==> config.mk <==
export PLATFORM = sky130hd
export DESIGN_NAME = dm_access_ctrl
export DESIGN_NICKNAME = d
export VERILOG_FILES = /design/src/rtl/dm_pkg.sv /design/src/rtl/dm_load_ext.sv /design/src/rtl/dm_access_ctrl.sv
export SDC_FILE = /design/constraint.sdc
export NUM_CORES = 1
export LEC_CHECK = 0
export BUFFER_PORTS_ARGS = -buffer_cell sky130_fd_sc_hd__buf_2
export CORE_AREA = 2 2 119 121
export CTS_BUF_LIST = sky130_fd_sc_hd__clkbuf_8
export DETAILED_ROUTE_END_ITERATION = 10
export DIE_AREA = 0 0 121 123
export PLACE_DENSITY_LB_ADDON = 0.15
export SYNTH_ARGS = -nofsm -noshare
export SYNTH_HDL_FRONTEND = slang
export SYNTH_SLANG_ARGS = --single-unit
==> constraint.sdc <==
create_clock -name clk -period 2.7 [get_ports clk]
set_clock_uncertainty 0.1 [all_clocks]
set_input_delay 0 -clock clk [delete_from_list [all_inputs] [get_ports clk]]
set_output_delay 0 -clock clk [all_outputs]
set_load 0.01 [all_outputs]
==> src/rtl/dm_pkg.sv <==
// ---------------------------------------------------------------------------
// dm_pkg : shared definitions for the data-memory access controller
//          (bit_type access codes, FSM state encoding, store-lane merge).
// Revision: 1.0
// ---------------------------------------------------------------------------
`default_nettype none

package dm_pkg;

  // Access size / extension codes carried on bit_type
  localparam logic [2:0] BT_WORD  = 3'b000;
  localparam logic [2:0] BT_HALF  = 3'b001;
  localparam logic [2:0] BT_BYTE  = 3'b010;
  localparam logic [2:0] BT_HALFU = 3'b011;
  localparam logic [2:0] BT_BYTEU = 3'b100;

  // Controller state encoding
  typedef enum logic [2:0] {
    ST_IDLE = 3'd0,
    ST_RD   = 3'd1,
    ST_CAP  = 3'd2,
    ST_WR   = 3'd3,
    ST_RESP = 3'd4
  } dm_state_e;

  function automatic logic bt_is_valid(input logic [2:0] bt);
    return (bt <= BT_BYTEU);
  endfunction

  function automatic logic bt_is_half(input logic [2:0] bt);
    return (bt == BT_HALF) || (bt == BT_HALFU);
  endfunction

  function automatic logic bt_is_byte(input logic [2:0] bt);
    return (bt == BT_BYTE) || (bt == BT_BYTEU);
  endfunction

  // Insert the low half/byte of wdat into the lane of old_word chosen by lane;
  // every other byte of old_word passes through untouched.
  function automatic logic [31:0] dm_merge(input logic [31:0] old_word,
                                           input logic [15:0] wdat,
                                           input logic [1:0]  lane,
                                           input logic [2:0]  bt);
    logic [31:0] merged;
    merged = old_word;
    if (bt_is_half(bt)) begin
      if (lane[1]) merged[31:16] = wdat;
      else         merged[15:0]  = wdat;
    end else if (bt_is_byte(bt)) begin
      case (lane)
        2'd0:    merged[7:0]   = wdat[7:0];
        2'd1:    merged[15:8]  = wdat[7:0];
        2'd2:    merged[23:16] = wdat[7:0];
        default: merged[31:24] = wdat[7:0];
      endcase
    end
    return merged;
  endfunction

endpackage

`default_nettype wire

==> src/rtl/dm_load_ext.sv <==
// ---------------------------------------------------------------------------
// dm_load_ext : combinational lane select and sign/zero extension of a
//               memory word for loads.
// Revision: 1.0
// ---------------------------------------------------------------------------
`default_nettype none

module dm_load_ext
  import dm_pkg::*;
(
  input  logic [31:0] data_i,
  input  logic [1:0]  lane_i,
  input  logic [2:0]  bit_type_i,
  output logic [31:0] data_o
);

  logic [15:0] half_sel;
  logic [7:0]  byte_sel;

  // Pick the addressed half/byte, then extend according to the access type
  always_comb begin
    half_sel = lane_i[1] ? data_i[31:16] : data_i[15:0];
    case (lane_i)
      2'd0:    byte_sel = data_i[7:0];
      2'd1:    byte_sel = data_i[15:8];
      2'd2:    byte_sel = data_i[23:16];
      default: byte_sel = data_i[31:24];
    endcase
    case (bit_type_i)
      BT_WORD:  data_o = data_i;
      BT_HALF:  data_o = {{16{half_sel[15]}}, half_sel};
      BT_HALFU: data_o = {16'd0, half_sel};
      BT_BYTE:  data_o = {{24{byte_sel[7]}}, byte_sel};
      BT_BYTEU: data_o = {24'd0, byte_sel};
      default:  data_o = 32'd0;
    endcase
  end

endmodule

`default_nettype wire

==> src/rtl/dm_access_ctrl.sv <==
// ---------------------------------------------------------------------------
// dm_access_ctrl : data-memory access controller between the pipeline MEM
//                  stage and a single-port synchronous RAM. Handles word
//                  stores directly, loads via read/capture, and half/byte
//                  stores via read-modify-write.
// Optional feature: define DM_ALIGN_EXC_EN to flag misaligned word/half
//                  accesses (exc_adel / exc_ades) instead of performing them.
// Revision: 1.0
// ---------------------------------------------------------------------------
`default_nettype none

module dm_access_ctrl
  import dm_pkg::*;
#(
  parameter int ADDR_W = 12
) (
  input  logic              clk,
  input  logic              reset,
  input  logic              req,
  input  logic              we,
  input  logic [31:0]       addr,
  input  logic [2:0]        bit_type,
  input  logic [31:0]       wdata,
  output logic              busy,
  output logic              done,
  output logic [31:0]       rdata,
  output logic              exc_adel,
  output logic              exc_ades,
  output logic              mem_en,
  output logic              mem_we,
  output logic [ADDR_W-1:0] mem_addr,
  output logic [31:0]       mem_wdata,
  input  logic [31:0]       mem_rdata
);

  dm_state_e         state_q, state_d;
  logic              mem_en_q, mem_en_d;
  logic              mem_we_q, mem_we_d;
  logic [ADDR_W-1:0] mem_addr_q;
  logic [31:0]       mem_wdata_q;
  logic [31:0]       rdata_q;
  logic              we_q;
  logic [2:0]        type_q;
  logic [1:0]        lane_q;
  logic [15:0]       wdata_q;
  logic [31:0]       ext_data;
  logic              accept;
  logic              misalign;
  logic              addr_unused;

  // A new request may be taken while idle or in the completion cycle
  assign accept      = req && ((state_q == ST_IDLE) || (state_q == ST_RESP));
  // Byte address bits above the RAM word range are intentionally ignored
  assign addr_unused = ^addr[31:ADDR_W+2];

`ifdef DM_ALIGN_EXC_EN
  logic exc_adel_q, exc_ades_q;

  assign misalign = ((bit_type == BT_WORD) && (addr[1:0] != 2'b00)) ||
                    (bt_is_half(bit_type) && addr[0]);

  // Exception flags are raised for exactly the RESP cycle of a rejected access
  always_ff @(posedge clk or negedge reset) begin
    if (!reset) begin
      exc_adel_q <= 1'b0;
      exc_ades_q <= 1'b0;
    end else begin
      exc_adel_q <= accept && misalign && !we;
      exc_ades_q <= accept && misalign && we;
    end
  end

  assign exc_adel = exc_adel_q;
  assign exc_ades = exc_ades_q;
`else
  // Misaligned word/half accesses are performed on the containing word
  assign misalign = 1'b0;
  assign exc_adel = 1'b0;
  assign exc_ades = 1'b0;
`endif

  // State register
  always_ff @(posedge clk or negedge reset) begin
    if (!reset) state_q <= ST_IDLE;
    else        state_q <= state_d;
  end

  // Next-state: word stores skip the read, sub-word stores do read-modify-write
  always_comb begin
    state_d = state_q;
    case (state_q)
      ST_IDLE, ST_RESP: begin
        if (accept) begin
          if (!bt_is_valid(bit_type) || misalign) state_d = ST_RESP;
          else if (we && (bit_type == BT_WORD))   state_d = ST_WR;
          else                                    state_d = ST_RD;
        end else begin
          state_d = ST_IDLE;
        end
      end
      ST_RD:   state_d = ST_CAP;
      ST_CAP:  state_d = we_q ? ST_WR : ST_RESP;
      ST_WR:   state_d = ST_RESP;
      default: state_d = ST_IDLE;
    endcase
  end

  // Output decode; RAM strobes are precomputed from the next state
  always_comb begin
    busy     = (state_q == ST_RD) || (state_q == ST_CAP) || (state_q == ST_WR);
    done     = (state_q == ST_RESP);
    mem_en_d = (state_d == ST_RD) || (state_d == ST_WR);
    mem_we_d = (state_d == ST_WR);
  end

  // RAM strobe registers, cleared at once by reset so no write escapes
  always_ff @(posedge clk or negedge reset) begin
    if (!reset) begin
      mem_en_q <= 1'b0;
      mem_we_q <= 1'b0;
    end else begin
      mem_en_q <= mem_en_d;
      mem_we_q <= mem_we_d;
    end
  end

  dm_load_ext u_load_ext (
    .data_i     (mem_rdata),
    .lane_i     (lane_q),
    .bit_type_i (type_q),
    .data_o     (ext_data)
  );

  // Request latch on accept; in CAP either merge store data or capture load data
  always_ff @(posedge clk or negedge reset) begin
    if (!reset) begin
      we_q        <= 1'b0;
      type_q      <= BT_WORD;
      lane_q      <= 2'b00;
      wdata_q     <= 16'd0;
      mem_addr_q  <= '0;
      mem_wdata_q <= 32'd0;
      rdata_q     <= 32'd0;
    end else if (accept) begin
      we_q        <= we;
      type_q      <= bit_type;
      lane_q      <= addr[1:0];
      wdata_q     <= wdata[15:0];
      mem_addr_q  <= addr[ADDR_W+1:2];
      mem_wdata_q <= wdata;
      if (!bt_is_valid(bit_type)) rdata_q <= 32'd0;
    end else if (state_q == ST_CAP) begin
      if (we_q) mem_wdata_q <= dm_merge(mem_rdata, wdata_q, lane_q, type_q);
      else      rdata_q     <= ext_data;
    end
  end

  assign mem_en    = mem_en_q;
  assign mem_we    = mem_we_q;
  assign mem_addr  = mem_addr_q;
  assign mem_wdata = mem_wdata_q;
  assign rdata     = rdata_q;

endmodule

`default_nettype wire

Word-level counts from Yosys, hierarchy flattened
Index checks and enable logic that the tools add are counted.
Cells by class
  $lt $le $gt $ge: 1
  equal/unequal tests: 14
  muxes and demuxes: 23
  reductions and logical operators: 18
Operators by type and width (count)
  two-way mux 32 bit: 9
  case mux 32 bit (5 select lines): 1
  two-way mux 16 bit: 3
  two-way mux 8 bit: 4
  case mux 8 bit (3 select lines): 1
  == test 3 x 2 -> 1 bit (second input constant): 5
  case mux 3 bit (4 select lines): 1
  == test 3 x 1 -> 1 bit (second input constant): 3
  logical NOT 3 bit: 3
  two-way mux 3 bit: 3
  == test 3 bit (second input constant): 2
  logical OR 1 bit: 6
  nonzero test 2 bit: 2
  <= comparator 3 bit (second input constant): 1
  AND reduction 3 bit: 1
  OR reduction 3 bit: 1
  == test 2 x 1 -> 1 bit (second input constant): 1
  == test 2 bit (second input constant): 1
  logical AND 1 bit: 2
  logical NOT 2 bit: 1
  two-way mux 2 bit: 1
  inequality test 2 x 1 -> 1 bit (second input constant): 1
  inequality test 2 bit (second input constant): 1
  AND reduction 2 bit: 1
  OR reduction 2 bit: 1
Storage, ports and cells
  register bits after elaboration: 103
  input port bits: 103
  output and inout port bits: 82
  logic and storage cells: 66

Longest topological paths before layout
Gate-level depths: netlist of the first run.
  depth after elaboration: 8
  gate-level depth with buffers: 7
  depth with buffers taken out: 4

By module
A second synthesis of the first run with hierarchy kept.
Second synthesis, totals
  cells, all modules: 737
  area total of the unflattened synthesis: 6797.8 um2
By module, submodules not included
  dm_access_ctrl: times used 1, cells an instance 597, area an instance 5778.0 um2, seq. area each 2577.5 um2
  dm_load_ext: times used 1, cells an instance 140, area an instance 1019.7 um2, seq. area each 0.0 um2

Least setup slack after synthesis of the first run
Ideal clock, no wire load.
  path kind: register to register
  from: register type_q[2]
  to: register mem_wdata_q[14] (netlist: mem_wdata[14])
  setup time: 0.138 ns
  data arrival time: 1.514 ns
  required time: 2.462 ns
  path slack: 0.947 ns
  stages on the path, launching flop included: 7
  path buffers: 2
  clock period less this slack: 1.753 ns
  path through: dfrtp_1 buf_6 xnor2_2 or4b_1 buf_6 mux2i_1 o211ai_1
Between the ends
  cells in the longest elaborated chain, start to end: 7
  elaborated cells on any way between the ends: 11
  those cells by class: eq/ne: 4; mux: 5; reduce/logical: 2
Ends and longest elaborated chain
  start, declared: RTL line dm_access_ctrl.sv:43  | logic [2:0] type_q;
  start signal, assigned: RTL line dm_access_ctrl.sv:146  | type_q <= bit_type;
  == test 3 x 2 -> 1 bit or == test 3 bit (tied branches): RTL line dm_pkg.sv:35  | return (bt == BT_BYTE) || (bt == BT_BYTEU);
  logical OR 1 bit: RTL line dm_pkg.sv:35
  two-way mux 32 bit: RTL line dm_pkg.sv:49  | end else if (bt_is_byte(bt)) begin
  two-way mux 32 bit *: RTL line dm_pkg.sv:46  | if (bt_is_half(bt)) begin
  two-way mux 32 bit *: RTL line dm_access_ctrl.sv:153  | if (we_q) mem_wdata_q <= dm_merge(mem_rdata, wdata_q, lane_q, type_q);
  two-way mux 32 bit *: RTL line dm_access_ctrl.sv:152  | end else if (state_q == ST_CAP) begin
  two-way mux 32 bit *: RTL line dm_access_ctrl.sv:144  | end else if (accept) begin
  end signal, assigned: RTL line dm_access_ctrl.sv:150  | mem_wdata_q <= wdata;
  end signal, assigned: RTL line dm_access_ctrl.sv:153
  end, declared: RTL line dm_access_ctrl.sv:40  | logic [31:0] mem_wdata_q;
Every way passes the cells marked *; elsewhere a longest branch is shown, timed or not. The select of a mux whose other input is x is not followed.
A chain may end at the register's enable or synchronous reset.

Worst setup path after layout of the first run
  from: register lane_q[0]
  to: register mem_wdata_q[19] (netlist: mem_wdata[19])
Between the ends
  cells in the longest elaborated chain, start to end: 7
Ends and longest elaborated chain
  start, declared: RTL line dm_access_ctrl.sv:44  | logic [1:0] lane_q;
  start signal, assigned: RTL line dm_access_ctrl.sv:147  | lane_q <= addr[1:0];
  == test 2 bit: RTL line dm_pkg.sv:50  | case (lane)
  two-way mux 8 bit: RTL line dm_pkg.sv:50
  two-way mux 32 bit: RTL line dm_pkg.sv:49
  two-way mux 32 bit: RTL line dm_pkg.sv:46
  two-way mux 32 bit: RTL line dm_access_ctrl.sv:153
  two-way mux 32 bit: RTL line dm_access_ctrl.sv:152
  two-way mux 32 bit: RTL line dm_access_ctrl.sv:144
No other way between the ends. The select of a mux whose other input is x is not followed.

==> results of run 1 <==
==> flip-flops by register name, indices dropped and copies added (netlist names) <==
| name | cells |
|---|---|
| lane_q | 2 |
| mem_addr | 12 |
| mem_en | 1 |
| mem_wdata | 32 |
| mem_we | 1 |
| rdata | 32 |
| state_q | 3 |
| type_q | 3 |
| wdata_q | 16 |
| we_q | 1 |
==> power groups by stage <==
| stage | registers (uW) | logic [uW] | clock network [uW] |
|---|---|---|---|
| after floorplan | 2950 | 2360 | 0 |
| after global placement | 2930 | 3610 | 0 |
| after detailed placement | 2940 | 3670 | 0 |
| after CTS | 2920 | 3950 | 994 |
| after global routing | 3020 | 4390 | 1050 |
| final | 2920 | 3950 | 968 |
==> worst max-delay path by stage <==
stage                   start       endpoint  slack (ns)  cells past startpoint
floorplan           type_q[2]  mem_wdata[14]        0.95                      6
global placement    lane_q[1]      rdata[25]        0.34                      4
detailed placement  lane_q[1]      rdata[30]        0.28                      4
CTS                 lane_q[1]  mem_wdata[27]        0.05                      5
global route        type_q[1]  mem_wdata[24]        0.04                      5
finish              lane_q[0]  mem_wdata[19]        0.17                      6
==> cell families (layout without fill, tap and decap cells) <==
logic type | after synthesis | count (layout) | share of synthesized area
buffers and inverters | 45 | 288 | 0.0449
AOI/OAI and AO/OA | 155 | 155 | 0.223
muxes | 51 | 51 | 0.103
and+or+nand+nor | 167 | 167 | 0.144
other | 1 | 2 | 0.000701
DFF | 103 | 103 | 0.482
xor gates and xnor gates | 1 | 1 | 0.00304
==> what timing repair did <==
action                                  in CTS  in global routing
endpoints found under the setup margin       0                 14
hold endpoints to repair                   146                  0
hold buffers                                91                  0
resized for setup                            0                  2
==> worst reg2reg max path, stage by stage (launching register included) <==
cell           delay, ns
dfrtp_1             0.42
buf_4               0.22
nor3b_1             0.34
o31ai_2             0.13
or2_2               0.36
o221a_2             0.27
dlygate4sd3_1       0.57
==> cell usage in the layout, fill, tap and decap left out, drive strengths merged, types with 4 or more instances in the layout <==
master / n
a21oi: 25
a221o: 15
a22o: 15
a22oi: 33
and2: 4
buf: 178
clkbuf: 10
dfrtp: 103
dlygate4sd3: 91
inv: 6
mux2: 23
mux2i: 27
nand2: 116
nand2b: 4
nor2: 24
o211ai: 16
o21ai: 11
o221a: 7
o22a: 8
o2bb2ai: 17
==> stage by stage <==
step                cells  cell area (um2)  power [uW]   util
detailed placement    840             6290        6610  0.462
CTS                   947             7390        7860  0.543
global placement      840             6290        6540  0.462
floorplan             524             5360        5310      -
global route          947             7400        8460  0.544
finish                947             7400        7840  0.544
==> layout make-up <==
| type | count | share of cell area |
|---|---|---|
| Multi-Input combinational cell | 376 | 0.344 |
| Clock inverter | 6 | 0.00710 |
| Sequential cell | 103 | 0.348 |
| Inverter | 3 | 0.00152 |
| Clock buffer | 10 | 0.0186 |
| Tap cell | 180 | 0.0304 |
| Timing Repair Buffer | 269 | 0.250 |
==> per-layer routing <==
metal  GRT usage  wire, um
met3      0.0429       959
met2       0.392      8430
met4      0.0843       351
met1       0.332      7770
met5           0         0
==> impl_metrics.yaml, run 1 <==
synth:
  avgSynthCellArea_um2: 10.2
  post-synth-top-count-cell: "nand2_1"
  yosys_warnings: 0
  synth_edf_count: 0
  synth_top_area_share: 0.482
  ys.flop_type: "dfrtp_1"
  synth_area_leaders: "dfrtp_1 48%, nand2_1 8.1%, mux2i_1 5.1%, mux2_2 4.8%, a22oi_1 4.6%"
  yosys.area.top_type: "dfrtp_1"
  synth_cells: 523
  synthTopCellsByCount: "116 x nand2_1, 103 x dfrtp_1, 33 x a22oi_1"
  synth-async-reset-ratio: 1.00
  yosysUniqueCellTypes: 50
  synth-seq-cells: 103
  netlist_area_um2: 5350
  seq_area_frac_synth: 0.482
critical_path:
  end_kind: "flop"
  critical_path_arrival_ns: 2.70
  rr_endpoint: "mem_wdata[19]"
  r2r_start: "lane_q[0]"
  crit_path_cell_trace: "buf_4, nor3b_1, o31ai_2, or2_2, o221a_2, dlygate4sd3_1"
  r2r_cells: 6
  path_buf_inv: 2
  path_max_fanout: 21
  cp_top_family: "buffers and inverters"
  worstPathRequired_ns: 2.87
  cp-start-kind: "flop"
  critPathMaxStageDelay_ns: 0.57
  worst-setup-path-type: "reg2reg"
  crit_path_top_delay_cell: "dlygate4sd3_1"
  reg2reg_slack_ns: 0.17
drt:
  drc_errors: 0
  dr.first_iter.drc_count: 286
  post_drt_wl_per_cell_um: 18.5
  vias: 5051
  via_per_inst: 5.33
  routed_wl_mm: 17.5
  postRouteAntennaNets: 0
  drt_first_pass_iters: 5
cts:
  clk_latency_ns: 0.39
  clk_pin_slew_ns: 0.11
  cts_htree_levels: 3
  clkSinkCount: 103
  cts_tree: "yes"
  cts_buffers: 9
  post_cts.repair.setup_buffers: 0
  cts_buffer_depth: 2
  cts_root_buf: "clkbuf_8"
pwr:
  p_int_uw: 4550
  comb_power_share: 0.504
  max-vdd-ir-drop_mv: 0.502
  power.share.sequential: 0.372
  pwr-share-clk: 0.124
  switching_power_uw: 3290
  swShare: 0.420
  power_density_nw_per_um2: 1060
  p_leak_uw: 0.00357
timing:
  finalSetupTns_ns: 0
  fmax_mhz: 396
  whs_ns: 0.0918
  period_minus_slack_ns: 2.53
  drv_slew: 0
  tightest_slew_ns: 1.25
  setup_viol: 0
  rsz0062_at_grt: "no"
  period_share: 0.936
  setup_ws_ns: 0.174
  slew_headroom: 0.164
  finalHoldViolCount: 0
global_routing:
  grt_pass1_vias: 5111
  grt_usage: 0.243
  grt_pass1_wl_mm: 27.8
  grt_max_degree: 54
  antenna_found_initial: 0
  gr-total-overflow: 0
die:
  die-area_um2: 14900
  die_h_um: 123
  core-area_um2: 13600
  start_util: 0.393
  die_x_um: 121
  rows: 43
  design.portCount: 185
worst_hold_path:
  hold_class: "in2async"
final_layout:
  multi_input_area_um2: 2540
  areaGrowthSynthToFinish_pct: 38.3
  final_nets: 865
  fill_cells: 1232
  diodes: 0
  drive_gt1_frac: 0.310
  final-seq-area_um2: 2580
flow_run:
  cap_viol_max_count: 0
place:
  place_hpwl_mm: 12.2
  pre_cts_ws_ns: 0.280
  gp_congestion: 0.859
  port_buffers: 164
outcome:
  status: "complete, no violations"
Note: power is estimated with default switching activity, not from simulation.
==> run 2, diff against run 1 <==
Settings changed: SETUP_SLACK_MARGIN set to 0.15.
Clock period 2.7 ns to 2.1 ns, I/O delays scaled along.
==> run 2 against run 1 <==
  * Worst hold slack lost 0.033 ns
  * Final area up 1.7%
  * Count of clock-buffer cells in the layout fell by 1
  * Clock power rose by 39%
  * Sequential share of layout area fell by 0.54 points
  * First-iteration DRC count is 3.1% higher
  * Global-route usage up 0.51 points
  * Core utilization increased by 0.91 points
  * Sequential power rose by 28%
  * Combinational power grew 30%
  * Largest power group unchanged
==> impl_metrics.yaml, run 2 (synthesis gave the netlist of run 1 again) <==
pwr:
  power_density_nw_per_um2: 1360
  p_leak_uw: 0.00366
  max-vdd-ir-drop_mv: 0.501
die:
  rows: 43
  die_h_um: 123
  die-area_um2: 14900
  core-area_um2: 13600
  start_util: 0.393
  die_x_um: 121
  design.portCount: 185
critical_path:
  worst-setup-path-type: "reg2reg"
  critical_path_arrival_ns: 2.13
  r2r_start: "lane_q[0]"
  cp-start-kind: "flop"
  path_max_fanout: 10
  end_kind: "flop"
  reg2reg_slack_ns: 0.14
  worstPathRequired_ns: 2.27
  r2r_cells: 5
  rr_endpoint: "rdata[25]"
cts:
  cts_tree: "yes"
  cts_root_buf: "clkbuf_8"
  clkSinkCount: 103
  clk_pin_slew_ns: 0.11
  cts_buffer_depth: 2
  clk_latency_ns: 0.37
  cts_htree_levels: 3
  cts_buffers: 9
drt:
  routed_wl_mm: 18.1
  dr.first_iter.drc_count: 295
  vias: 5130
  post_drt_wl_per_cell_um: 18.9
  drc_errors: 0
  via_per_inst: 5.35
  postRouteAntennaNets: 0
  drt_first_pass_iters: 5
final_layout:
  fin_area_um2: 7520
  final_cell_mix: "163 x buf_2, 115 x nand2_1, 100 x dfrtp_1, 83 x dlygate4sd3_1, 33 x a22oi_1"
  final_nets: 876
  areaGrowthSynthToFinish_pct: 40.6
  fill_cells: 1208
  layout_commonest_cell: "buf_2"
  drive_gt1_frac: 0.337
  diodes: 0
timing:
  finalHoldViolCount: 0
  fmax_mhz: 510
  setup_viol: 0
  period_share: 0.933
  drv_slew: 0
  tightest_slew_ns: 0.476
  rsz0062_at_grt: "no"
  finalSetupTns_ns: 0
  slew_headroom: 0.677
  setup_ws_ns: 0.140
  whs_ns: 0.0593
  period_minus_slack_ns: 1.96
flow_run:
  cap_viol_max_count: 0
place:
  place_hpwl_mm: 12.4
  port_buffers: 164
  dpl-instance-area_um2: 6410
  pre_cts_ws_ns: 0.101
  gp_congestion: 0.860
global_routing:
  grt_pass1_wl_mm: 28.2
  antenna_found_initial: 0
  gr-total-overflow: 0
  grt_max_degree: 49
  grt_usage: 0.248
  grt_pass1_vias: 5177
outcome:
  status: "complete, no violations"
worst_hold_path:
  hold_class: "in2async"
-- run 2: cell type report --
class,instances,area [um2],area share
well taps,180,225,0.0299
clock inverters,7,85.1,0.0113
multi-input cells,376,2560,0.340
inverters,3,11.3,0.00150
clock buffers,9,124,0.0165
flip-flops and latches,103,2580,0.343
repair buffers,280,1940,0.258
-- run 2: worst max path at each step --
stage,cells past startpoint,from,to,slack [ns]
2_1_floorplan,6,type_q[2],mem_wdata[14],0.35
3_3_place_gp,5,lane_q[0],rdata[23],0.14
3_5_place_dp,5,lane_q[0],rdata[23],0.10
4_1_cts,5,type_q[1],mem_wdata[13],0.17
5_1_grt,5,state_q[1],rdata[5],0.13
6_report,5,lane_q[0],rdata[25],0.14
-- run 2: per-stage QoR --
| stage | power (uW) | instances | utilization |
|---|---|---|---|
| after floorplan | 6820 | 524 | - |
| after global placement | 8550 | 854 | 0.471 |
| after detailed placement | 8630 | 854 | 0.471 |
| after CTS | 10100 | 954 | 0.549 |
| after global routing | 11000 | 958 | 0.553 |
| final | 10200 | 958 | 0.553 |
-- run 2: report_power, final --
group	internal [uW]	switching [uW]
Sequential	2900	823
Clock	578	775
Combinational	2460	2690
-- run 2: routing by layer --
metal / routed length (um) / GRT usage
met1: 8190 / 0.343
met3: 793 / 0.0387
met2: 8540 / 0.393
met5: 0 / 0
met4: 572 / 0.0996
-- run 2: what timing repair did --
item,in CTS,in global routing
hold buffers,84,0
endpoints found under the hold margin,198,0
cloned,0,0
endpoints found under the setup margin,17,50
buffers inserted,0,4
resized for setup,2,9
-- run 2: critical path: stages (launching register included) --
cell,delay (ns)
dfrtp_2,0.46
mux4_2,0.56
o2bb2ai_1,0.24
buf_4,0.22
a21oi_1,0.16
o2bb2ai_1,0.11
==> run 3, diff against run 2 <==
Settings changed: CORE_AREA 2 2 119 121 to 2 2 127 129, DIE_AREA 0 0 121 123 to 0 0 129 131.
Clock period 2.1 ns to 2.3 ns, I/O delays scaled along.
==> run 3 against run 2 <==
  * Critical endpoint is now rdata[22]
  * Maximum frequency is 5.1% lower
  * First-iteration DRC count increased by 11%
  * Setup slack better by 0.095 ns
  * Die area rose by 14%
  * Sequential share of layout area increased by 0.24 points
  * Critical path depth did not move
  * Final cell count rose by 2.9%
==> impl_metrics.yaml, run 3 (synthesis gave the netlist of run 1 again) <==
critical_path:
  worstPathRequired_ns: 2.47
  cp-start-kind: "flop"
  cp_common_cell: "o2bb2ai_1"
  r2r_start: "lane_q[0]"
  path_max_fanout: 16
  crit_path_cell_trace: "mux4_2, o2bb2ai_1, buf_4, a21oi_1, o2bb2ai_1"
  critPathMaxStageDelay_ns: 0.60
  end_kind: "flop"
  critical_path_arrival_ns: 2.24
  r2r_cells: 5
  reg2reg_slack_ns: 0.23
  rr_endpoint: "rdata[22]"
  crit_path_top_delay_cell: "mux4_2"
  worst-setup-path-type: "reg2reg"
global_routing:
  grt_max_degree: 53
  grt_usage: 0.224
  gr-total-overflow: 0
  grt_pass1_wl_mm: 28.6
  antenna_found_initial: 0
  grt_pass1_vias: 5103
timing:
  slew_headroom: 0.455
  tightest_slew_ns: 0.815
  rsz0062_at_grt: "no"
  finalHoldViolCount: 0
  drv_slew: 0
  finalSetupTns_ns: 0
  fmax_mhz: 484
  setup_viol: 0
  setup_ws_ns: 0.235
  period_share: 0.898
  period_minus_slack_ns: 2.07
pwr:
  switching_power_uw: 3940
  total_power_uw: 9150
  p_leak_uw: 0.00360
  pwr-share-clk: 0.125
  p_int_uw: 5210
  swShare: 0.431
  power.share.sequential: 0.370
  comb_power_share: 0.505
  max-vdd-ir-drop_mv: 0.412
  power_density_nw_per_um2: 1230
final_layout:
  final_cell_mix: "163 x buf_2, 116 x nand2_1, 103 x dfrtp_1, 84 x dlygate4sd3_1, 33 x a22oi_1"
  layout_commonest_cell: "buf_2"
  drive_gt1_frac: 0.323
  fin_area_um2: 7460
  diodes: 0
  final_nets: 868
  areaGrowthSynthToFinish_pct: 39.4
drt:
  post_drt_wl_per_cell_um: 18.9
  routed_wl_mm: 18.6
  routed.top_layer: "met4"
  via_per_inst: 5.18
  drc_errors: 0
  drt-met1-wl_mm: 8.62
  dr.first_iter.drc_count: 326
  drt_first_pass_iters: 6
  vias: 5106
  wl_met2_mm: 8.54
  met3_wirelength_mm: 1.01
  postRouteAntennaNets: 0
die:
  die_x_um: 129
  rows: 46
  start_util: 0.343
  core-area_um2: 15600
  die_h_um: 131
  design.portCount: 185
  die-area_um2: 16900
cts:
  post_cts.repair.setup_buffers: 0
  clk_pin_slew_ns: 0.11
  clkSinkCount: 103
  cts_htree_levels: 3
  cts_root_buf: "clkbuf_8"
  cts_tree: "yes"
  clk_latency_ns: 0.39
  cts_buffers: 9
  cts_buffer_depth: 2
worst_hold_path:
  hold_class: "in2async"
outcome:
  status: "complete, no violations"
flow_run:
  cap_viol_max_count: 0
place:
  dpl-instance-area_um2: 6410
  port_buffers: 164
  place_hpwl_mm: 13.3
  pre_cts_ws_ns: 0.160
  gp_congestion: 0.843
==> run 3: cell count changes in the layout (fill, tap and decap cells not counted), moves of 2 or more <==
cell | before | now
buf_12 | 3 | 1
clkinvlp_4 | 0 | 2
buf_4 | 31 | 24
dfrtp_1 | 100 | 103
dfrtp_2 | 3 | 0
inv_6 | 3 | 1
==> run 3: final cells by class <==
cell class | instances | area [um2]
fill | 1528 | 8140
sequential | 103 | 2580
multi-input combinational | 376 | 2550
timing repair buffer | 272 | 1860
tap | 216 | 270
clock buffer | 10 | 138
clock inverter | 6 | 52.6
inverter | 3 | 11.3
==> run 3: worst max-delay path, delay by kind of cell, from the launching register on <==
kind                   cells  cell delay [ns]
AO/OA/AOI/OAI              3             0.48
flip-flops                 1             0.57
multiplexers               1             0.60
buffers and inverters      1             0.20
==> run 3: what timing repair did <==
| item | 4_1_cts | 5_1_grt |
|---|---|---|
| setup endpoints to repair | 9 | 14 |
| gates resized for setup | 1 | 3 |
| endpoints found under the hold margin | 199 | 0 |
| hold buffers | 84 | 0 |
==> run 3: worst max path at each step <==
stage	endpoint	slack, ns	startpoint	depth (start not counted)
after floorplan	mem_wdata[14]	0.55	type_q[2]	6
after global placement	mem_wdata[31]	0.24	we_q	4
after detailed placement	mem_wdata[12]	0.16	we_q	4
after CTS	rdata[22]	0.20	lane_q[0]	5
after global routing	rdata[22]	0.16	lane_q[0]	5
final	rdata[22]	0.23	lane_q[0]	5
==> run 3: power by group through the flow <==
stage	clock network, uW	registers [uW]	logic (uW)
final	1140	3390	4620
after global routing	1250	3500	5080
after CTS	1180	3390	4620
after detailed placement	0	3410	4490
after global placement	0	3400	4390
after floorplan	0	3460	2770
==> run 3: per-layer routing <==
layer,vias up,global-route usage
li1,2407,-
met5,-,0
met3,28,0.0403
met1,2476,0.308
met4,0,0.0882
met2,195,0.352
==> run 3: metrics by stage <==
step	std cells	util	hold slack (ns)
global placement	886	0.411	-0.198
finish	986	0.478	0.0632
CTS	986	0.478	0.0654
global route	986	0.478	0.0704
detailed placement	886	0.411	-0.194
floorplan	524	-	-0.396
